[src/rtl/ffe_pkg.sv]
// Shared constants and state encoding for the FFE coefficient path
// (ffe_coeff_writer and ffe_controller).
package ffe_pkg;

  localparam int FFE_DEPTH      = 4;
  localparam int FFE_COEF_WIDTH = 8;

  typedef enum logic [1:0] {
    S_IDLE      = 2'd0,
    S_WRITE     = 2'd1,
    S_SWAP_PEND = 2'd2
  } ffe_wr_state_e;

endpackage

[src/rtl/ffe_coeff_writer.sv]
// Streams one coefficient set into the shadow bank of a ping-pong coefficient
// memory and swaps banks on the next FFE frame boundary.
module ffe_coeff_writer
  import ffe_pkg::*;
#(
  parameter int DEPTH      = FFE_DEPTH,
  parameter int COEF_WIDTH = FFE_COEF_WIDTH,
  parameter int ADDR_SIZE  = $clog2(DEPTH)
) (
  input  logic                  ffe_clk,
  input  logic                  rst,
  input  logic                  coef_valid,
  input  logic [COEF_WIDTH-1:0] coef_data,
  input  logic                  coef_last,
  output logic                  coef_ready,
  input  logic                  shift_en,
  input  logic                  rd_en,
  output logic                  wr_en,
  output logic                  wr_bank,
  output logic [ADDR_SIZE-1:0]  wr_addr,
  output logic [COEF_WIDTH-1:0] wr_data,
  output logic                  active_bank,
  output logic                  coef_updated,
  output logic                  coef_err
);

  localparam logic [ADDR_SIZE-1:0] LAST_IDX = ADDR_SIZE'(DEPTH - 1);

  ffe_wr_state_e         state_q, state_d;
  logic [ADDR_SIZE-1:0]  cnt_q, cnt_d;
  logic                  active_q, active_d;
  logic                  ready_q, ready_d;
  logic                  wr_en_q, wr_en_d;
  logic [ADDR_SIZE-1:0]  wr_addr_q, wr_addr_d;
  logic [COEF_WIDTH-1:0] wr_data_q, wr_data_d;
  logic                  upd_q, upd_d;
  logic                  err_q, err_d;

  logic accept;
  logic at_last_idx;

  assign accept      = coef_valid & ready_q;
  assign at_last_idx = (cnt_q == LAST_IDX);

  always_comb begin
    state_d   = state_q;
    cnt_d     = cnt_q;
    active_d  = active_q;
    wr_en_d   = 1'b0;
    wr_addr_d = wr_addr_q;
    wr_data_d = wr_data_q;
    upd_d     = 1'b0;
    err_d     = 1'b0;

    unique case (state_q)
      S_IDLE, S_WRITE: begin
        if (accept) begin
          // coef_last must coincide exactly with the final tap index
          if (coef_last != at_last_idx) begin
            err_d   = 1'b1;
            cnt_d   = '0;
            state_d = S_IDLE;
          end else begin
            wr_en_d   = 1'b1;
            wr_addr_d = cnt_q;
            wr_data_d = coef_data;
            if (at_last_idx) begin
              cnt_d   = '0;
              state_d = S_SWAP_PEND;
            end else begin
              cnt_d   = cnt_q + ADDR_SIZE'(1);
              state_d = S_WRITE;
            end
          end
        end
      end
      S_SWAP_PEND: begin
        // only evaluated from the edge after the last write, so the final
        // write always lands in the shadow bank before it becomes active
        if (shift_en || !rd_en) begin
          active_d = ~active_q;
          upd_d    = 1'b1;
          state_d  = S_IDLE;
        end
      end
      default: state_d = S_IDLE;
    endcase

    ready_d = (state_d != S_SWAP_PEND);
  end

  always_ff @(posedge ffe_clk or negedge rst) begin
    if (!rst) begin
      state_q   <= S_IDLE;
      cnt_q     <= '0;
      active_q  <= 1'b0;
      ready_q   <= 1'b0;
      wr_en_q   <= 1'b0;
      wr_addr_q <= '0;
      wr_data_q <= '0;
      upd_q     <= 1'b0;
      err_q     <= 1'b0;
    end else begin
      state_q   <= state_d;
      cnt_q     <= cnt_d;
      active_q  <= active_d;
      ready_q   <= ready_d;
      wr_en_q   <= wr_en_d;
      wr_addr_q <= wr_addr_d;
      wr_data_q <= wr_data_d;
      upd_q     <= upd_d;
      err_q     <= err_d;
    end
  end

  assign coef_ready   = ready_q;
  assign wr_en        = wr_en_q;
  assign wr_bank      = ~active_q;
  assign wr_addr      = wr_addr_q;
  assign wr_data      = wr_data_q;
  assign active_bank  = active_q;
  assign coef_updated = upd_q;
  assign coef_err     = err_q;

endmodule

[config.mk]
export PLATFORM = sky130hd
export DESIGN_NAME = ffe_coeff_writer
export DESIGN_NICKNAME = d
export VERILOG_FILES = /design/src/rtl/ffe_pkg.sv /design/src/rtl/ffe_coeff_writer.sv
export SDC_FILE = /design/constraint.sdc
export NUM_CORES = 1
export LEC_CHECK = 0
export BUFFER_PORTS_ARGS = -buffer_cell sky130_fd_sc_hd__buf_4
export CAP_MARGIN = 20
export CORE_MARGIN = 2
export CORE_UTILIZATION = 46
export DETAILED_ROUTE_END_ITERATION = 16
export GPL_ROUTABILITY_DRIVEN = 0
export GPL_TIMING_DRIVEN = 0
export PLACE_DENSITY = 0.75
export SLEW_MARGIN = 0
export SYNTH_ARGS = -nofsm -noshare
export SYNTH_HDL_FRONTEND = slang
export SYNTH_SLANG_ARGS = --single-unit
[constraint.sdc]
create_clock -name ffe_clk -period 2.16 [get_ports ffe_clk]
set_input_delay 0.216 -clock ffe_clk [delete_from_list [all_inputs] [get_ports ffe_clk]]
set_output_delay 0.216 -clock ffe_clk [all_outputs]
set_load 0.01 [all_outputs]
# Word level (Yosys, flattened, before mapping)
# Index checks and enable logic that the tools add are counted.
# classes
addsub	1
eq_ne	5
n_mux	15
bitwise	3
n_reduce_logical	7
# ops
op	n
$mux W2	6
$mux W1	8
$eq A2 B2 Y1 const B	2
$pmux W2 S2	1
$reduce_and A2 Y1	2
$reduce_and A3 Y1	1
$add A2 B1 Y2 const B	1
$eq A2 B1 Y1 const B	1
$logic_not A2 Y1	1
$ne A2 B2 Y1 const B	1
$not A1 Y1	2
$reduce_or A2 Y1	1
$and A1 B1 Y1	1
$logic_not A1 Y1	1
$logic_or A1 B1 Y1	1
$ne A1 B1 Y1	1
# word_totals
regBits	19
out_inout_bits	16
word_cells	40

# Logic depth before layout (Yosys ltp)
# depth
ltp_word	6
depth_mapped	5

# Least setup slack after synthesis
# No wires, ideal clock.
# synth_path
kind	flip-flop to flip-flop
from	reg cnt_q[0]
to	reg wr_addr_q[0], in the netlist wr_addr[0]
t_arrival_ns	1.512
required_time_ns	2.035
slack_ns	0.523
path_stages_with_launch	6
n_path_buf	1
period_less_slack_ns	1.637
cell_sequence	dfrtp_1 -> ha_1 -> ha_1 -> nor2_4 -> buf_12 -> mux2_4
# synth_between
elab_chain_cells	4
# synth_lines
element	line	text
start, declared	ffe_coeff_writer.sv:30	logic [ADDR_SIZE-1:0] cnt_q, cnt_d;
start signal, assigned	ffe_coeff_writer.sv:105	cnt_q <= cnt_d;
$eq A2 B2 Y1	ffe_coeff_writer.sv:43	assign at_last_idx = (cnt_q == LAST_IDX);
$ne A1 B1 Y1	ffe_coeff_writer.sv:59	if (coef_last != at_last_idx) begin
$not A1 Y1 (no source line)	--	
$reduce_and A3 Y1 (no source line)	--	
end signal, assigned	ffe_coeff_writer.sv:109	wr_addr_q <= wr_addr_d;
end, declared	ffe_coeff_writer.sv:34	logic [ADDR_SIZE-1:0] wr_addr_q, wr_addr_d;
# Parallel ways exist; a longest one is shown, timed or not.
# A chain may end at the register's enable or synchronous reset.

# Final worst setup path
# layout_path
from	reg cnt_q[0]
to	reg wr_data_q[7], in the netlist wr_data[7]
# layout_between
elab_chain_cells	4
# layout_lines
element	line	text
$eq A2 B2 Y1	ffe_coeff_writer.sv:43	
$ne A1 B1 Y1	ffe_coeff_writer.sv:59	
$not A1 Y1 (no source line)	--	
$reduce_and A3 Y1 (no source line)	--	
end signal, assigned	ffe_coeff_writer.sv:110	wr_data_q <= wr_data_d;
end, declared	ffe_coeff_writer.sv:35	logic [COEF_WIDTH-1:0] wr_data_q, wr_data_d;
# No other way between the ends.

==> results.md <==
- DR WL/cell: 12.6 µm
- H-tree depth: 1
- Crit path from: cnt_q[0]
- Gr usage total: between 10% and 20%
- Syn avg cell area: about 16 µm²
- Placed Area: around 1000 µm²
- Grt peak-use layer: met2
- DRC: 0
- Die area: 2110 µm²
- Final HPWL DP: 1000 µm
- Register area share after synthesis: around three fifths
- Element type at the critical path end: register
- Startpoint Class: register
- Crit path DAT: slightly below 2 ns
- Syn_nets: 69
- Worst R2R Start: cnt_q[0]
- I/O Pins: 30
- First-pass GRT wire length: just over 2000 µm
- Starting Density: between 40% and 50%
- Vias: 506
- Post-Place Setup Slack: 0.412 ns
- Worst Reg2Reg Path Length in Cells: 5
- Hold Violations, Final: 0
- Vias in the first global route: between 400 and 500
- Most frequent cells in the layout: buf_4 (29), dfrtp_1 (19), mux2_4 (7), nor2_1 (4)
- Final setup fails: 0
- Filler cell count: 135
- RSZ-0062 raised after global routing: no
- Final Max Slew Viols: 0
- Period utilization: between 80 and 90%
- FMAX: 570 MHz
- Mapped cell area: approximately 810 µm²
- PD cells: 1070 nW/µm²
- Remaining Overflow, GRT: 0
- Worst-path fanout max: 10
- Total CTS buffers: 3
- Relative slew slack: 84.3%
- CTS root buf: clkbuf_4
- Post-route setup slack: 0.404 ns
- WS Path Type: reg -> reg
- Post-CTS setup buffer count: 0
- Most common cell after layout, fill and taps aside: buf_4
- Clock Latency Late Sink: between 0.2 and 0.3 ns
- Setup Skew: just over 0.006 ns
- Pin count of the biggest net entering global routing: 20
- Met1 usage in global routing: a little under a fifth
- Status: completed
- Die Wd: ~46 µm
- Clk pin slew, worst setup/hold paths: 0.11 ns
- CP endpoint: wr_data[7]
- Measured slew at the worst slew-check pin: ~0.24 ns
- Drt total wl: between 1000 and 1500 µm
- Final std cells w/o fill: approximately 100
- Minimum clock period: around 1.8 ns
- Inst Count DP: 98
- Initial drt markers: 2
- Max cap viols: 0
- Post-route design area: around 1100 µm²
- Yosys warns: 0
- Layout area overhead: 34.0%
- Core Box Area: 1690 µm²
- Met3 usage: ~3.6%
- CTS tree: built
- Gate Count Post-Synth: between 50 and 60
- Rows: 15
- Setup TNS: 0 ns
- Clk sinks: 19
- Ant. Diodes: 0
- Hold Path Class: in -> reg
- Antenna violation net count after detailed routing: 0
- Layout cell share with drive strength beyond 1: between 50% and 60%
- Pleak: 0.554 nW
- Port-buffer cells: 29
- Nets: around 100
- Worst vdd ir: 550 µV
- Vias/cell: between 4 and 5
- Met2 Track Usage GR: a little over a fifth
- Initial antenna violation count: 0
- Netlist cell types: 18
- Die Y: 46.0 µm
- Reg-to-reg critical path endpoint: wr_data[7]
- Worst Path Required: about 2.3 ns
- R2R setup slack: around 0.4 ns
- DR pass1 iterations: 3
- Clock tree buffer depth: 2
- WHS: 0.157 ns
- Yosys reg bits: 19
## synth_stat cells, drive strengths merged
library cell	instances	area, µm²
nor2b	2	12.5
and2	1	6.26
ha	3	37.5
nor3b	1	7.51
nand2	1	3.75
nor2	5	26.3
mux2	10	139
buf	1	20.0
dfrtp	19	475
a22o	3	26.3
nand3b	1	20.0
xnor2	1	8.76
and2b	1	7.51
inv	1	3.75
mux2i	1	10.0
a21oi	1	5.00
## per-layer routing
layer | vias to the layer above | share of wire (%)
met4 | 0 | 1.3
met2 | 17 | 48
met3 | 2 | 5.3
met1 | 242 | 45
met5 | - | 0
li1 | 245 | -
## critical path, cell delays in order (launching register included)
cell and delay, ns:
dfrtp_1 0.44, ha_1 0.23, ha_1 0.32, nor2_4 0.19, buf_12 0.16, mux2_4 0.30
## through the flow
stage                     total power [mW]  util (%)
after floorplan                      0.788         -
after global placement               0.983      62.1
after detailed placement              1.00      62.1
after CTS                             1.18      64.2
after global routing                  1.24      64.2
final                                 1.16      64.2
## logic make-up after synthesis
kind of cell               count (synthesis)  synth area share [%]
buffers and inverters                      2                  2.94
and+or+nand+nor                           12                  10.4
adders and majority gates                  3                  4.64
AOI/OAI and AO/OA                          4                  3.86
DFF                                       19                  58.7
muxes                                     11                  18.4
xor gates and xnor gates                   1                  1.08
## area by class of cell
cell class                      count  area (µm²)  area share (%)
Timing Repair Buffer               30         228            21.0
Sequential cell                    19         475            43.8
Multi-Input combinational cell     31         310            28.6
Clock buffer                        4        26.3            2.42
Buffer                              1        20.0            1.85
Tap cell                           17        21.3            1.96
Inverter                            1        3.75           0.346
## where the power goes
| part | total, mW | leakage [nW] | internal, mW | switching [mW] |
|---|---|---|---|---|
| Sequential | 0.536 | 0.229 | 0.465 | 0.0706 |
| Clock | 0.173 | 0.0150 | 0.0716 | 0.101 |
| Combinational | 0.453 | 0.310 | 0.283 | 0.171 |
| Total | 1.16 | 0.554 | 0.820 | 0.343 |
## how the worst min path moves through the flow
stage                     slack, ns            to    startpoint  depth (start not counted)
after floorplan               -0.08   active_bank           rst                          0
after global placement          0.1  coef_updated           rst                          1
after detailed placement       0.10    coef_ready           rst                          1
after CTS                      0.15    wr_data[5]  coef_data[5]                          2
after global routing           0.13    wr_data[3]  coef_data[3]                          2
final                          0.16    wr_data[5]  coef_data[5]                          2
## sequential cells by signal, indices dropped and copies added (netlist names)
signal	count
state_q	2
coef_err	1
coef_ready	1
wr_addr	2
active_bank	1
wr_data	8
cnt_q	2
coef_updated	1
wr_en	1
## what timing repair did
item                      4_1_cts  5_1_grt
hold buffers                    1        0
gates resized for setup         0        0
hold endpoints to repair       19        0
(Power assumes the default switching activity.)
